$ cat src/rtl/univ_shift_reg.sv
// Universal shift register: hold/load/shift/rotate/arith per cycle,
// plus a start/busy/done burst engine that repeats a shift op amt times.
module univ_shift_reg #(
  parameter  int WIDTH = 8,
  localparam int AMT_W = $clog2(WIDTH + 1)
) (
  input  logic             clk,
  input  logic             rst,
  input  logic [2:0]       mode,
  input  logic [WIDTH-1:0] D,
  input  logic             ser_in,
  input  logic             start,
  input  logic [AMT_W-1:0] amt,
  output logic [WIDTH-1:0] Q,
  output logic [WIDTH-1:0] Qn,
  output logic             ser_out_msb,
  output logic             ser_out_lsb,
  output logic             busy,
  output logic             done
);

  typedef enum logic [1:0] {
    IDLE,
    BUSY,
    DONE
  } state_t;

  state_t           state;
  logic [AMT_W-1:0] count;
  logic [2:0]       op;
  logic [AMT_W-1:0] amt_sat;
  logic             shift_mode;

  function automatic logic [WIDTH-1:0] step(
    input logic [2:0]       m,
    input logic [WIDTH-1:0] q,
    input logic             si
  );
    logic [WIDTH-1:0] r;
    r = q;
    case (m)
      3'b010:  r = {q[WIDTH-2:0], si};
      3'b011:  r = {si, q[WIDTH-1:1]};
      3'b100:  r = {q[WIDTH-2:0], q[WIDTH-1]};
      3'b101:  r = {q[0], q[WIDTH-1:1]};
      3'b110:  r = {q[WIDTH-1], q[WIDTH-1:1]};
      default: r = q;
    endcase
    return r;
  endfunction

  assign shift_mode = (mode >= 3'b010) && (mode <= 3'b110);
  assign amt_sat    = (amt > AMT_W'(WIDTH)) ? AMT_W'(WIDTH) : amt;

  always_ff @(posedge clk) begin
    if (rst) begin
      Q     <= '0;
      state <= IDLE;
      count <= '0;
      op    <= '0;
    end else begin
      case (state)
        IDLE: begin
          if (start && shift_mode) begin
            op    <= mode;
            count <= amt_sat;
            state <= (amt_sat == '0) ? DONE : BUSY;
          end else if (mode == 3'b001) begin
            Q <= D;
          end else begin
            Q <= step(mode, Q, ser_in);
          end
        end
        BUSY: begin
          // latched op only; live mode/D/start are ignored here
          Q     <= step(op, Q, ser_in);
          count <= count - AMT_W'(1);
          if (count == AMT_W'(1)) state <= DONE;
        end
        DONE:    state <= IDLE;
        default: state <= IDLE;
      endcase
    end
  end

  assign Qn          = ~Q;
  assign ser_out_msb = Q[WIDTH-1];
  assign ser_out_lsb = Q[0];
  assign busy        = (state == BUSY);
  assign done        = (state == DONE);

endmodule
$ cat config.mk
export PLATFORM = sky130hd
export DESIGN_NAME = univ_shift_reg
export DESIGN_NICKNAME = d
export VERILOG_FILES = /design/src/rtl/univ_shift_reg.sv
export SDC_FILE = /design/constraint.sdc
export NUM_CORES = 1
export LEC_CHECK = 0
export CORE_UTILIZATION = 30
export DETAILED_ROUTE_END_ITERATION = 8
export PLACE_DENSITY = 0.55
export SLEW_MARGIN = 15
export SYNTH_ARGS = -nofsm -noshare
export SYNTH_HDL_FRONTEND = slang
export SYNTH_SLANG_ARGS = --single-unit
$ cat constraint.sdc
create_clock -name clk -period 2 [get_ports clk]
set_input_delay 0.4 -clock clk [delete_from_list [all_inputs] [get_ports clk]]
set_output_delay 0.4 -clock clk [all_outputs]
set_load 0.05 [all_outputs]
==> impl_metrics.tcl <==
set metrics [dict create \
    slew_viol_final 0 \
    timing.fmax_ghz 0.528 \
    fill_cells 524 \
    ys_seq_area_share_pct 21.7 \
    insertedDiodeCount 0 \
    synth.distinct_cells 49 \
    numPortBuffers 38 \
    antenna_found_initial 0 \
    num_vias 1769 \
    area_growth_pct 37.0 \
    status "finished, final reports clean" \
    syn_avg_cell_area_um2 6.97 \
    setup_tns_ns 0 \
    h-tree-depth 1 \
    initial_core_util_pct 32.2 \
    syn_nets 246 \
    ant_nets 0 \
    synth.most_common_cell "a21oi_1" \
    worstPathMaxFanout 7 \
    grt_pass1_vias 1610 \
    gp_congestion 0.810 \
    cts_root_buf "clkbuf_8" \
    core_area_mm2 0.00488 \
    dieHeight_um 74.3 \
    clock_skew_ns 0.00649 \
    worst_ep_required_time_ns 2.16 \
    p_sw_mw 0.541 \
    wire_per_inst_um 13.6 \
    yosys_warnings 0 \
    critPathKind "input pin to flip-flop" \
    slew_headroom_pct 67.1 \
    cts_tree "done" \
    endpoint_kind "flip-flop" \
    synth_flop_cell "dfxtp_1" \
    grt_util_all_layers_pct 17.4 \
    drive_above_1_share_pct 20.1 \
    overflow 0 \
    grt_setup_unrepaired "false" \
    power.density_mw_per_mm2 608 \
    drt_first_pass_iters 4 \
    setup_violations 0 \
    nets 291 \
    pin_count 39 \
    vias_per_cell 5.26 \
    ys_ff_latch 17 \
    synth.area.top_cells "dfxtp_1, a21oi_1, nand2_1" \
    die_x_um 74.3 \
    grt_first_pass_wirelength_um 7510 \
    synth.largest_area_cell "dfxtp_1" \
    drtIter0Drc 76 \
    arrival_ns 2.05 \
    power.combinational.fraction_pct 47.8 \
    clockPowerShare_pct 20.1 \
    clock_latency_ns 0.26 \
    sw_frac_of_total_pct 41.4 \
    total_power_mw 1.31 \
    worstHoldPathType "flip-flop to flip-flop" \
    max_slew.worst_pin.slew_ns 0.493 \
    ir_drop_mv 0.311 \
    cts_buffer_depth 2 \
    period_share_pct 94.6 \
    p_int_mw 0.767 \
    cp-start-kind "input pin" \
    synth_edf_count 0 \
    yosys-top-cells-count "a21oi_1, nand2_1, o21ai_0" \
    cts_buffers 3 \
    clock-sinks 17 \
    power_frac_seq_pct 32.1 \
    p_leak_nw 0.838 \
    grt_max_degree 18 \
    drv_cap 0 \
    netlist_area_mm2 0.00157 \
    die_area_mm2 0.00552 \
    path_clk_slew_ns 0.07 \
    drc 0 \
    fin_crit_ns 1.89 \
    synth.top_cell.area_share_pct 21.7 \
    dp_hpwl_um 3440 \
    final_hold_viol_count 0 \
    async_reset_ff_share_pct 0 \
    drt_wl_total_um 4560 \
    syn_inst 225 \
    postLayoutCellArea_mm2 0.00215 \
    place_area_mm2 0.00207 \
    rows 25 \
]
==> power groups by stage <==
stage                     clock network [mW]  registers [mW]  logic, mW
after detailed placement                   0           0.428      0.611
after CTS                              0.272           0.420      0.615
after floorplan                            0           0.459      0.371
after global routing                   0.285           0.427      0.682
final                                  0.263           0.420      0.625
after global placement                     0           0.427      0.610
==> worst max-delay path: stages <==
cell and delay [ns]:
clkdlybuf4s50_1 0.52, buf_4 0.18, mux2i_1 0.19, a211oi_1 0.08
a2111oi_0 0.45, a211o_1 0.16, a21oi_1 0.05
==> sequential cells by signal (all words and copies together), names as in the netlist <==
signal / cells
state: 2
op: 3
count: 4
Q: 8
==> cell usage in the layout (no fill, tap or decap), types with 2 or more instances in the layout <==
cell             count
nand2b_1             5
buf_12               3
and3_1               2
nor3b_1              2
nor2_1              10
mux2i_1              8
nor3_1               2
ha_1                 2
nor2b_1              4
o32ai_1              5
o22ai_1              5
o21ai_0             19
a211oi_1             3
clkdlybuf4s50_1     22
o211ai_1             2
inv_1               14
nand2_1             26
a32oi_1              5
buf_4               40
a2111oi_0            3
dfxtp_1             17
a21oi_1             29
xnor2_1              2
o21ai_1              6
clkbuf_8             3
nand3b_1             2
nand3_1              4
==> area by class of cell <==
type	count	area, µm²	area share, %
Multi-Input combinational cell	168	1040	48.3
Timing Repair Buffer	65	581	27.0
Sequential cell	17	340	15.8
Tap cell	67	83.8	3.90
Inverter	15	60.1	2.79
Clock buffer	3	41.3	1.92
Clock inverter	1	5.00	0.233
==> path summary, 6_finish.rpt <==
check	to	slack, ns	start	depth (start not counted)
max	Q[7]	0.11	mode[1]	7
min	count[2]	0.51	count[2]	2
max reg2reg	Q[7]	0.22	state[1]	6
min reg2reg	count[2]	0.51	count[2]	2
==> kinds of logic (layout without fill, tap and decap cells) <==
logic type               count (synthesis)  after routing  share of synthesized area [%]
AO/OA/AOI/OAI                           91             91                           37.1
AND/OR/NAND/NOR                         63             63                           20.1
buffers and inverters                   40             84                           12.1
flip-flops                              17             17                           21.7
multiplexers                             8              8                           5.10
adder cells (fa/ha/maj)                  3              3                           2.23
XOR/XNOR                                 3              3                           1.67
==> metal layers <==
metal	track usage, %	up-vias	share of wire [%]
met1	24.0	811	50
li1	-	911	-
met5	0	-	0
met3	1.90	5	4.1
met2	29.0	42	45
met4	4.40	0	0.96
==> what timing repair did <==
item | in CTS | in global routing
setup buffers | 0 | 2
endpoints found under the hold margin | 0 | 0
resized for setup | 0 | 1
setup endpoints to repair | 0 | 1
hold buffers | 0 | 0
==> through the flow <==
stage | std cells | util (%) | hold WS (ns) | worst slack (ns)
2_1_floorplan | 225 | - | 0.464 | 0.225
3_3_place_gp | 330 | 42.5 | 0.504 | -0.0821
3_5_place_dp | 330 | 42.5 | 0.503 | -0.155
4_1_cts | 334 | 43.4 | 0.515 | 0.0249
5_1_grt | 336 | 44.1 | 0.549 | 0.0261
6_report | 336 | 44.1 | 0.509 | 0.108
(Power assumes the default switching activity.)
